File: config.mk
export PLATFORM = sky130hd
export DESIGN_NAME = instr_fetch
export DESIGN_NICKNAME = d
export VERILOG_FILES = /design/src/rtl/instr_fetch.sv
export SDC_FILE = /design/constraint.sdc
export NUM_CORES = 1
export LEC_CHECK = 0
export CAP_MARGIN = 5
export CORE_MARGIN = 4
export CORE_UTILIZATION = 35
export CTS_CLUSTER_DIAMETER = 50
export DETAILED_ROUTE_END_ITERATION = 8
export GPL_TIMING_DRIVEN = 0
export HOLD_SLACK_MARGIN = 0.15
export PLACE_DENSITY = 0.67
export SLEW_MARGIN = 40
export SYNTH_ARGS = -nofsm -noshare
export SYNTH_HDL_FRONTEND = slang
export SYNTH_SLANG_ARGS = --single-unit
File: constraint.sdc
create_clock -name CLK -period 2.29 [get_ports CLK]
set_clock_uncertainty 0.1 [all_clocks]
set_input_delay 0.5725 -clock CLK [delete_from_list [all_inputs] [get_ports CLK]]
set_output_delay 0.5725 -clock CLK [all_outputs]
set_load 0.01 [all_outputs]
File: src/rtl/instr_fetch.sv
// -----------------------------------------------------------------------------
// instr_fetch
//   Fetch / pre-decode stage of the 16-bit minesweeper CPU. Owns the PC and
//   drives the ROM byte address. Unconditional JUMPs are folded locally: they
//   redirect the PC and are never handed to execute. Every other instruction is
//   registered with its PC and presented through a valid/ready output register.
//   A taken branch from execute flushes the stage and clears HALT.
//
// Ports
//   CLK, RESET     clock, synchronous active-high reset
//   IMEM_ADDR      ROM byte address (always equals the PC)
//   IMEM_Q         combinational ROM word at IMEM_ADDR
//   BR_TAKEN       redirect strobe from execute
//   BR_TARGET      redirect byte address (bit 0 ignored)
//   OUT_VALID      output register holds an instruction
//   OUT_READY      execute accepts the instruction this cycle
//   OUT_INSTR      raw instruction word
//   OUT_PC         byte address of OUT_INSTR
//   OUT_OPCODE/RS/RT/RD/FUNCT  field slices of OUT_INSTR
//   OUT_IMM        sign-extended OUT_INSTR[5:0]
//   HALT           fetch stopped (self-jump or opcode 0000)
//   ISSUE_COUNT    number of accepted instructions, saturating at 0xFFFF
// -----------------------------------------------------------------------------
module instr_fetch #(
    parameter int                ADDR_W   = 10,
    parameter int                DATA_W   = 16,
    parameter logic [ADDR_W-1:0] RESET_PC = '0
) (
    input  logic              CLK,
    input  logic              RESET,
    output logic [ADDR_W-1:0] IMEM_ADDR,
    input  logic [DATA_W-1:0] IMEM_Q,
    input  logic              BR_TAKEN,
    input  logic [ADDR_W-1:0] BR_TARGET,
    output logic              OUT_VALID,
    input  logic              OUT_READY,
    output logic [DATA_W-1:0] OUT_INSTR,
    output logic [ADDR_W-1:0] OUT_PC,
    output logic [3:0]        OUT_OPCODE,
    output logic [2:0]        OUT_RS,
    output logic [2:0]        OUT_RT,
    output logic [2:0]        OUT_RD,
    output logic [2:0]        OUT_FUNCT,
    output logic [15:0]       OUT_IMM,
    output logic              HALT,
    output logic [15:0]       ISSUE_COUNT
);

    localparam logic [3:0] OP_STOP = 4'h0;
    localparam logic [3:0] OP_JUMP = 4'h1;

    logic [ADDR_W-1:0] pc_q, pc_d;
    logic              out_valid_q, out_valid_d;
    logic [DATA_W-1:0] out_instr_q, out_instr_d;
    logic [ADDR_W-1:0] out_pc_q, out_pc_d;
    logic              halt_q, halt_d;
    logic [15:0]       issue_cnt_q, issue_cnt_d;

    logic              load;
    logic [3:0]        fop;
    logic [ADDR_W-1:0] jmp_tgt;
    logic              unused;

    // The output register can take a new word when empty or being drained,
    // and only while fetch is running.
    assign load    = (~out_valid_q | OUT_READY) & ~halt_q;
    assign fop     = IMEM_Q[DATA_W-1:DATA_W-4];
    // JUMP carries a word index; shift it to a byte address.
    assign jmp_tgt = {IMEM_Q[ADDR_W-2:0], 1'b0};

    // Upper target bits of a JUMP must be zero and the branch LSB is dropped.
    assign unused  = ^{BR_TARGET[0], IMEM_Q[11:ADDR_W-1]};

    always_comb begin
        pc_d        = pc_q;
        out_valid_d = out_valid_q;
        out_instr_d = out_instr_q;
        out_pc_d    = out_pc_q;
        halt_d      = halt_q;
        issue_cnt_d = issue_cnt_q;

        if (BR_TAKEN) begin
            // Redirect wins over everything; any held instruction is dropped.
            pc_d        = {BR_TARGET[ADDR_W-1:1], 1'b0};
            out_valid_d = 1'b0;
            halt_d      = 1'b0;
        end else if (load) begin
            if (fop == OP_JUMP) begin
                // A jump to itself can never make progress: stop fetching.
                if (jmp_tgt == pc_q) begin
                    halt_d = 1'b1;
                end else begin
                    pc_d = jmp_tgt;
                end
                out_valid_d = 1'b0;
            end else if (fop == OP_STOP) begin
                halt_d      = 1'b1;
                out_valid_d = 1'b0;
            end else begin
                out_instr_d = IMEM_Q;
                out_pc_d    = pc_q;
                out_valid_d = 1'b1;
                pc_d        = pc_q + ADDR_W'(2);
            end
        end else if (out_valid_q & OUT_READY) begin
            // Halted: let the pending instruction drain without refilling.
            out_valid_d = 1'b0;
        end

        // Acceptance is counted even when a redirect flushes in the same cycle.
        if (out_valid_q & OUT_READY & ~(&issue_cnt_q)) begin
            issue_cnt_d = issue_cnt_q + 16'd1;
        end
    end

    always_ff @(posedge CLK) begin
        if (RESET) begin
            pc_q        <= RESET_PC;
            out_valid_q <= 1'b0;
            out_instr_q <= '0;
            out_pc_q    <= '0;
            halt_q      <= 1'b0;
            issue_cnt_q <= '0;
        end else begin
            pc_q        <= pc_d;
            out_valid_q <= out_valid_d;
            out_instr_q <= out_instr_d;
            out_pc_q    <= out_pc_d;
            halt_q      <= halt_d;
            issue_cnt_q <= issue_cnt_d;
        end
    end

    assign IMEM_ADDR   = pc_q;
    assign OUT_VALID   = out_valid_q;
    assign OUT_INSTR   = out_instr_q;
    assign OUT_PC      = out_pc_q;
    assign HALT        = halt_q;
    assign ISSUE_COUNT = issue_cnt_q;

    assign OUT_OPCODE  = out_instr_q[15:12];
    assign OUT_RS      = out_instr_q[11:9];
    assign OUT_RT      = out_instr_q[8:6];
    assign OUT_RD      = out_instr_q[5:3];
    assign OUT_FUNCT   = out_instr_q[2:0];
    assign OUT_IMM     = {{10{out_instr_q[5]}}, out_instr_q[5:0]};

endmodule

==> results of run 1 <==
cell families after synthesis:
group	Yosys count	share of synthesized area [%]
flip-flops	54	37.5
multiplexers	5	1.74
buffers and inverters	54	11.8
XOR/XNOR	28	8.52
AO/OA/AOI/OAI	70	16.5
AND/OR/NAND/NOR	147	23.0
adder cells (fa/ha/maj)	2	0.869
critical path, delay by kind of cell:
kind / cells / cell delay [ns]
simple gates: 1 / 0.39
buf+inv: 2 / 0.75
compound gates: 2 / 0.51
mux: 1 / 0.13
final timing paths:
path	start	endpoint	slack (ns)	depth (start not counted)
setup reg to reg	ISSUE_COUNT[0]	ISSUE_COUNT[1]	0.37	6
hold / removal	OUT_PC[5]	OUT_PC[5]	0.36	2
hold reg to reg	OUT_PC[5]	OUT_PC[5]	0.36	2
setup / recovery	BR_TAKEN	IMEM_ADDR[8]	0.08	6
registers in the layout, indices dropped and copies added, names as in the netlist:
register     cells
HALT             1
OUT_VALID        1
OUT_PC          10
ISSUE_COUNT     16
IMEM_ADDR       10
OUT_INSTR       16
through the flow:
stage | instance area, um^2 | total power (W)
final | 4350 | 0.00230
after global routing | 4350 | 0.00240
after CTS | 4300 | 0.00232
after detailed placement | 4150 | 0.00153
after global placement | 4150 | 0.00152
after floorplan | 2880 | 0.00127
cell type report:
type / count / area (um^2) / share of cell area (%)
Multi-Input combinational cell: 252 / 1490 / 34.2
Timing Repair Buffer: 115 / 1150 / 26.5
Sequential cell: 54 / 1080 / 24.9
Buffer: 52 / 350 / 8.06
Tap cell: 102 / 128 / 2.94
Clock buffer: 6 / 82.6 / 1.90
Clock inverter: 2 / 60.1 / 1.38
Inverter: 2 / 7.51 / 0.173
cells in the final DEF (no fill, tap or decap), drive strengths merged, types with 3 or more instances in the layout:
cell / n
clkbuf: 20
and4: 3
a211oi: 6
o21ai: 3
nand4: 7
nand2: 64
dfxtp: 54
buf: 39
a21oi: 38
mux2i: 5
a311oi: 5
xnor2: 17
nor4: 4
nor2: 37
dlygate4sd2: 3
nand2b: 4
nor3: 9
o21a: 4
nand3: 10
a311o: 3
clkdlybuf4s50: 109
xor2: 11
or3: 3
layer usage:
layer  GRT usage [%]  share of wire (%)  up-vias
met5               0                  0        -
met4            4.52                2.0        0
met3            3.68                7.2       14
met2            26.6                 44      108
met1            24.0                 46     1265
li1                -                  -     1451
power by group through the flow:
stage	Sequential, W	Combinational [W]	Clock (W)
2_1_floorplan	0.00105	0.000220	0
3_3_place_gp	0.00104	0.000475	0
3_5_place_dp	0.00105	0.000482	0
4_1_cts	0.00103	0.000484	0.000806
5_1_grt	0.00103	0.000528	0.000842
6_report	0.00103	0.000487	0.000789
what timing repair did:
| action | 4_1_cts | 5_1_grt |
|---|---|---|
| gates resized for setup | 10 | 11 |
| hold buffers | 0 | 0 |
| pin swaps | 2 | 1 |
| buffers inserted | 0 | 1 |
| endpoints found under the setup margin | 29 | 31 |
==> impl_metrics.prom, run 1 <==
# TYPE chip_impl_metric gauge
chip_impl_metric{name="synth.top_cell.area_share",unit="%"} 37.5
chip_impl_metric{name="clk-insertion-delay-late",unit="ns"} 0.31
chip_impl_metric{name="synthArstFlopShare",unit="%"} 0
chip_impl_metric{name="layout_worst_path_cycle_share",unit="%"} 96.7
chip_impl_info{name="rsz0062_at_grt",value="false"} 1
chip_impl_metric{name="initialDrtViolationCount",unit=""} 104
chip_impl_metric{name="synthesized_instance_count",unit=""} 360
chip_impl_info{name="worst-setup-path-type",value="input port to flop"} 1
chip_impl_metric{name="io_buffer_count",unit=""} 114
chip_impl_metric{name="irDropWorstVdd",unit="uV"} 248
chip_impl_metric{name="cap_violations",unit=""} 0
chip_impl_metric{name="fp.dieArea",unit="um^2"} 9740
chip_impl_metric{name="grt_first_pass_wirelength",unit="um"} 13700
chip_impl_metric{name="sequentialPowerShare",unit="%"} 44.6
chip_impl_metric{name="rows",unit=""} 32
chip_impl_metric{name="timing.final.hold_violations",unit=""} 0
chip_impl_metric{name="holdWs",unit="ns"} 0.363
chip_impl_metric{name="worst_slew_margin_rel",unit="%"} 60.3
chip_impl_metric{name="dpl.cell_count",unit=""} 576
chip_impl_metric{name="route.final.wire_length",unit="um"} 8470
chip_impl_metric{name="initial_utilization",unit="%"} 36.7
chip_impl_metric{name="synth-seq-area-share",unit="%"} 37.5
chip_impl_metric{name="detailedRoute.firstPassIterationCount",unit=""} 4
chip_impl_metric{name="clk_pin_slew",unit="ns"} 0.10
chip_impl_metric{name="flow.area_growth_from_synthesis",unit="%"} 50.9
chip_impl_metric{name="cts-buffers-inserted",unit=""} 5
chip_impl_info{name="ys_top_cells_by_count",value="64 x sky130_fd_sc_hd__nand2_1, 54 x sky130_fd_sc_hd__dfxtp_1, 38 x sky130_fd_sc_hd__a21oi_1"} 1
chip_impl_info{name="crit_path_cell_trace",value="clkdlybuf4s50_1, or3_1, clkbuf_4, o21a_1, a311o_1, mux2i_1"} 1
chip_impl_metric{name="critical_path_arrival",unit="ns"} 2.35
chip_impl_metric{name="cts.sink_count",unit=""} 54
chip_impl_metric{name="fraction_of_the_core_area_covered_by_cells_at_the_end_of_the_flow",unit="%"} 55.4
chip_impl_metric{name="maxClockFrequency",unit="MHz"} 452
chip_impl_metric{name="final_non_filler_cell_total",unit=""} 585
chip_impl_metric{name="p_switching",unit="W"} 0.000582
chip_impl_metric{name="hpwl",unit="um"} 6610
chip_impl_metric{name="routed-via-count",unit=""} 2838
chip_impl_metric{name="syn_avg_cell_area",unit="um^2"} 8.00
chip_impl_info{name="outcome",value="finished, final reports clean"} 1
chip_impl_metric{name="ys_warn_count",unit=""} 0
chip_impl_metric{name="pre_cts_setup_slack",unit="ns"} -0.468
chip_impl_metric{name="power.density",unit="nW/um^2"} 530
chip_impl_metric{name="netSwitchingFraction",unit="%"} 25.3
chip_impl_metric{name="internal_power",unit="W"} 0.00172
chip_impl_info{name="cts_root_buffer_type",value="sky130_fd_sc_hd__clkbuf_8"} 1
chip_impl_metric{name="total_count_of_max_transition_violations_in_the_final_report",unit=""} 0
chip_impl_metric{name="final.fill_count",unit=""} 777
chip_impl_metric{name="grt.total_usage",unit="%"} 17.1
chip_impl_metric{name="viasPerCell",unit=""} 4.85
chip_impl_metric{name="postLayoutSetupSlackWorst",unit="ns"} 0.0755
chip_impl_info{name="synth_largest_area_cell",value="sky130_fd_sc_hd__dfxtp_1"} 1
chip_impl_metric{name="finalSetupViolCount",unit=""} 0
chip_impl_metric{name="final.setup.tns",unit="ns"} 0
chip_impl_metric{name="pin_count_of_the_biggest_net_entering_global_routing",unit=""} 17
chip_impl_info{name="synthFlopType",value="sky130_fd_sc_hd__dfxtp_1"} 1
chip_impl_metric{name="synth-edff-count",unit=""} 0
chip_impl_metric{name="ctsHtreeMaxLevel",unit=""} 2
chip_impl_metric{name="synth_seq_cells",unit=""} 54
chip_impl_info{name="worstHoldPathType",value="flop to flop"} 1
chip_impl_info{name="cts_tree",value="yes"} 1
chip_impl_metric{name="post-route-min-period",unit="ns"} 2.21
chip_impl_metric{name="critical_path.max_stage_delay",unit="ns"} 0.53
chip_impl_metric{name="netlist_area",unit="um^2"} 2880
chip_impl_metric{name="syn_nets",unit=""} 392
chip_impl_info{name="element_type_at_the_critical_path_end",value="flop"} 1
chip_impl_info{name="nature_of_the_critical_path_startpoint",value="input port"} 1
chip_impl_metric{name="power.share.combinational",unit="%"} 21.2
chip_impl_metric{name="critical_path.max_fanout",unit=""} 10
chip_impl_metric{name="place_congestion",unit=""} 0.834
chip_impl_metric{name="route.antenna.remaining_nets",unit=""} 0
chip_impl_metric{name="design.final.nets",unit=""} 514
chip_impl_info{name="synth_top_cells_by_area",value="sky130_fd_sc_hd__dfxtp_1 38%, sky130_fd_sc_hd__buf_4 8.6%, sky130_fd_sc_hd__nand2_1 8.3%, sky130_fd_sc_hd__a21oi_1 6.6%, sky130_fd_sc_hd__xnor2_1 5.2%"} 1
chip_impl_metric{name="power.leakage",unit="nW"} 1.59
chip_impl_metric{name="antenna_found_initial",unit=""} 0
chip_impl_metric{name="avgRoutedWirePerCell",unit="um"} 14.5
chip_impl_metric{name="power.share.clock",unit="%"} 34.3
chip_impl_metric{name="dieWidth",unit="um"} 98.7
chip_impl_metric{name="transition_time_at_the_pin_with_the_least_slew_margin",unit="ns"} 0.592
chip_impl_metric{name="floorplan.io_pins",unit=""} 116
chip_impl_metric{name="drc",unit=""} 0
chip_impl_metric{name="cts.path.max_buffers",unit=""} 2
chip_impl_metric{name="crit_required",unit="ns"} 2.43
chip_impl_metric{name="antenna_cells",unit=""} 0
chip_impl_metric{name="global_route_total_overflow",unit=""} 0
chip_impl_metric{name="drive_above_1_share",unit="%"} 13.5
chip_impl_metric{name="core_box_area",unit="um^2"} 7850
chip_impl_info{name="critPathSlowestCell",value="sky130_fd_sc_hd__clkdlybuf4s50_1"} 1
chip_impl_metric{name="die_boundary_height",unit="um"} 98.7
chip_impl_metric{name="yosysUniqueCellTypes",unit=""} 43
chip_impl_metric{name="grt_pass1_vias",unit=""} 2657
chip_impl_info{name="synthMostInstantiatedCell",value="sky130_fd_sc_hd__nand2_1"} 1
(Power assumes the default switching activity.)
==> run 2: changes to the inputs <==
- SLEW_MARGIN: 40 -> 20
==> results of run 2 <==
Same layout as run 1: the final DEF is identical, and so are final timing and power.
==> run 3: changes to the inputs <==
- ABC_CLOCK_PERIOD_IN_PS: not set -> 2290
==> results of run 3 <==
Same layout as run 1: the final DEF is identical, and so are final timing and power.
